### src/rtl/shift_piso_tx_pkg.sv
// Shared constants for the PISO serial transmitter: FSM state encoding and
// the default line level driven between words.
package shift_piso_tx_pkg;

    typedef enum logic {
        ST_IDLE  = 1'b0,
        ST_SHIFT = 1'b1
    } state_t;

    localparam logic IDLE_LEVEL_DEF = 1'b0;

endpackage

### src/rtl/shift_piso_tx.sv
// Parallel-in/serial-out transmitter: sends a WIDTH-bit word LSB first, one bit
// per clk, with ready/busy/done handshaking for gapless back-to-back streaming.
module shift_piso_tx
    import shift_piso_tx_pkg::*;
#(
    parameter int   WIDTH      = 4,
    parameter logic IDLE_LEVEL = IDLE_LEVEL_DEF
) (
    input  logic             clk,
    input  logic             reset,
    input  logic             load,
    input  logic [WIDTH-1:0] p_in,
    output logic             ready,
    output logic             busy,
    output logic             s_out,
    output logic             done
);

    localparam int               CNT_W = $clog2(WIDTH);
    localparam logic [CNT_W-1:0] LAST  = CNT_W'(WIDTH - 1);

    state_t           state;
    logic [WIDTH-1:0] sh_reg;
    logic [CNT_W-1:0] cnt;
    logic             last_bit;

    assign last_bit = (cnt == LAST);
    assign busy     = (state == ST_SHIFT);
    // Reset holds state at IDLE, so ready is masked explicitly while it is high.
    assign ready    = !reset && (!busy || last_bit);
    assign s_out    = busy ? sh_reg[0] : IDLE_LEVEL;

    always_ff @(posedge clk or posedge reset) begin
        if (reset) begin
            state  <= ST_IDLE;
            sh_reg <= '0;
            cnt    <= '0;
            done   <= 1'b0;
        end else begin
            // NOTE: non-blocking default; a later assignment in this block wins,
            // giving a single-cycle done pulse without a separate clear path.
            done <= 1'b0;
            case (state)
                ST_IDLE: begin
                    if (load) begin
                        state  <= ST_SHIFT;
                        sh_reg <= p_in;
                        cnt    <= '0;
                    end
                end
                ST_SHIFT: begin
                    if (!last_bit) begin
                        sh_reg <= sh_reg >> 1;
                        cnt    <= cnt + CNT_W'(1);
                    end else begin
                        done <= 1'b1;
                        if (load) begin
                            sh_reg <= p_in;
                            cnt    <= '0;
                        end else begin
                            state <= ST_IDLE;
                        end
                    end
                end
                default: state <= ST_IDLE;
            endcase
        end
    end

endmodule
### config.mk
export PLATFORM = sky130hd
export DESIGN_NAME = shift_piso_tx
export DESIGN_NICKNAME = d
export VERILOG_FILES = /design/src/rtl/shift_piso_tx_pkg.sv /design/src/rtl/shift_piso_tx.sv
export SDC_FILE = /design/constraint.sdc
export NUM_CORES = 1
export LEC_CHECK = 0
export CORE_AREA = 2 2 39 41
export CTS_BUF_LIST = sky130_fd_sc_hd__clkbuf_8
export CTS_CLUSTER_DIAMETER = 60
export DETAILED_ROUTE_END_ITERATION = 10
export DIE_AREA = 0 0 41 43
export GPL_ROUTABILITY_DRIVEN = 1
export GPL_TIMING_DRIVEN = 0
export PLACE_DENSITY_LB_ADDON = 0.15
export SYNTH_ARGS = -nofsm -noshare
export SYNTH_HDL_FRONTEND = slang
export SYNTH_SLANG_ARGS = --single-unit
### constraint.sdc
create_clock -name clk -period 4 [get_ports clk]
set_input_delay 0.4 -clock clk [delete_from_list [all_inputs] [get_ports clk]]
set_output_delay 0.4 -clock clk [all_outputs]
set_load 0.01 [all_outputs]
==> flow_summary.toml <==
[worst_setup_path]
startpoint_type = "input pin"
r2r_slack_ns = 2.64
worstSetupStartpoint = "reset"
rr_worst_depth = 4
r2r-end = "sh_reg[2]$_DFF_PP0_"
critPathKind = "in2out"
slowest_delay_ns = 0.53
cpMaxStageDelayCell = "clkdlybuf4s50_1"
cp_max_fo = 9
crit_top_cell = "clkdlybuf4s50_1"
cp_cell_sequence = "clkdlybuf4s50_1, inv_1, and2_1, clkdlybuf4s50_1"
required_ns = 3.60
end_kind = "output pin"
r2r-start = "cnt[0]$_DFF_PP0_"
cp_data_arrival_time_ns = 1.75

[cells_and_area]
drive_above_1_share_pct = 30.2
syn_to_final_growth_pct = 35.6
fin_cells = 59
largest_reg_flops = 4
post-route-util_pct = 41.7
finalInstanceArea_um2 = 577
nNetsFinal = 54
antenna_cells = 0

[die]
coreArea_um2 = 1380
ios = 11
die_h_um = 43
floorplan.initialDensity_pct = 30.7
dieArea_um2 = 1760
fp.dieW_um = 41
core.rowCount = 14

[power_and_ir_drop]
power_density_nw_per_um2 = 693
p_leak_nw = 0.278
ir_drop_uv = 286
total_power_mw = 0.400

[sta]
fmax_ghz = 0.465
finalSetupTns_ns = 0
whs_ns = 0.414
maxSlewHeadroom_pct = 78.7
worstMarginPinSlew_ns = 0.320
period_share_pct = 53.8
finClkSkew_ns = 0.00243
slew_viol_final = 0
rsz0062_at_grt = "no"
setup_viol = 0
min_period_ns = 2.15
hold_viol_final = 0
worst_slack_ns = 1.85

[global_route]
grt_pass1_wl_um = 1190
grt_pass1_vias = 268
antenna_found_initial = 0
grt_usage_pct = 11.4
gr-total-overflow = 0
grt_start_max_net_pins = 10

[hold_path]
hp-start = "load"
hold_path.class = "in2reg"
worstHoldEndpoint = "busy$_DFF_PP0_"
hold_path_depth = 2

[yosys]
synth_cell_type_count = 11
yosys-mux-area-fraction_pct = 28.8
syn-instance-count = 31
synth_compound_area_share_pct = 0
yosys.area_share.adder_pct = 5.88
synth_top_family_by_area = "multiplexers"
ys_seq_area_share_pct = 47.1
ys_ff_latch = 8
netlist_area_um2 = 425
syn_area_per_cell_um2 = 13.7
yosysWarnings = 0
yosys.area_share.xor_xnor_pct = 0
synth-simple-area-share_pct = 13.5
syn_nets = 40

[status]
status = "complete, no violations"

[clocking]
numCtsBuffers = 3
cts_buffer_depth = 2
cts_sinks = 8
ctsResizeCount = 0
cts_tree = "yes"
h-tree-depth = 1
clock-root-buffer = "clkbuf_8"
path_clk_slew_ns = 0.04
cts_hold_buf = 0
clk_latency_ns = 0.23
post-cts-setup-buffers = 0

[routing]
wirelength_um = 654
vias = 258
ant_nets = 0
drt_iter0_markers = 0
drt-wirelength-per-cell_um = 11.1
dr_wl_met2_um = 288
firstDrtPassIters = 1
wl_met1_um = 290
wl_met3_um = 50
top_layer_used = "met4"
vias_per_cell = 4.37
drcViolationCount = 0

[place]
dp_hpwl_um = 481
placed_cells = 56
placed_area_um2 = 536
io_buffers = 9
gp_congestion = 0.676
place_ws_ns = 1.81

[flow_run]
maxCapViolCount = 0
placed cells by master, fill, tap and decap left out:
| cell | instances |
|---|---|
| clkbuf_8 | 3 |
| mux2i_1 | 1 |
| nand2b_1 | 4 |
| inv_1 | 1 |
| mux2_2 | 2 |
| buf_6 | 1 |
| and2b_1 | 1 |
| and2_1 | 4 |
| buf_2 | 1 |
| mux2_4 | 6 |
| dfrtp_1 | 8 |
| ha_1 | 2 |
| clkdlybuf4s50_1 | 9 |
routing by layer:
metal / GRT usage, % / vias to the layer above
li1: - / 125
met1: 14.3 / 120
met2: 12.2 / 9
met3: 7.85 / 4
met4: 10.0 / 0
met5: 0 / -
where the power goes:
group	switching [mW]	total (mW)	internal, mW
logic	0.0567	0.166	0.109
clock network	0.0315	0.0966	0.0652
registers	0.0221	0.138	0.115
total	0.110	0.400	0.290
critical path: cells and delay by family:
| family | cells | cell delay, ns |
|---|---|---|
| buf+inv | 3 | 1.17 |
| simple gates | 1 | 0.18 |
logic make-up (layout without fill, tap and decap cells):
group | count (synthesis) | count (layout)
and+or+nand+nor | 9 | 9
muxes | 9 | 9
adders and majority gates | 2 | 2
buffers and inverters | 3 | 15
DFF | 8 | 8
layout make-up:
type | count | area, um^2
Inverter | 1 | 3.75
Buffer | 2 | 16.3
Sequential cell | 8 | 200
Multi-Input combinational cell | 20 | 205
Tap cell | 16 | 20.0
Timing Repair Buffer | 9 | 90.1
Fill cell | 130 | 807
Clock buffer | 3 | 41.3
cells in the mapped netlist:
| cell type | count | share of area [%] |
|---|---|---|
| mux2i_1 | 1 | 2.4 |
| inv_1 | 1 | 0.88 |
| buf_6 | 1 | 2.6 |
| dfrtp_1 | 8 | 47 |
| and2b_1 | 1 | 1.8 |
| ha_1 | 2 | 5.9 |
| mux2_2 | 2 | 5.3 |
| and2_1 | 4 | 5.9 |
| buf_2 | 1 | 1.2 |
| mux2_4 | 6 | 21 |
| nand2b_1 | 4 | 5.9 |
worst max-delay path by stage:
| stage | end | slack [ns] | cells after the start |
|---|---|---|---|
| 2_1_floorplan | ready | 2.70 | 3 |
| 3_3_place_gp | ready | 1.82 | 4 |
| 3_5_place_dp | ready | 1.81 | 4 |
| 4_1_cts | ready | 1.82 | 4 |
| 5_1_grt | ready | 1.75 | 4 |
| 6_report | ready | 1.85 | 4 |
No activity file was read; power rests on OpenSTA's default activity.
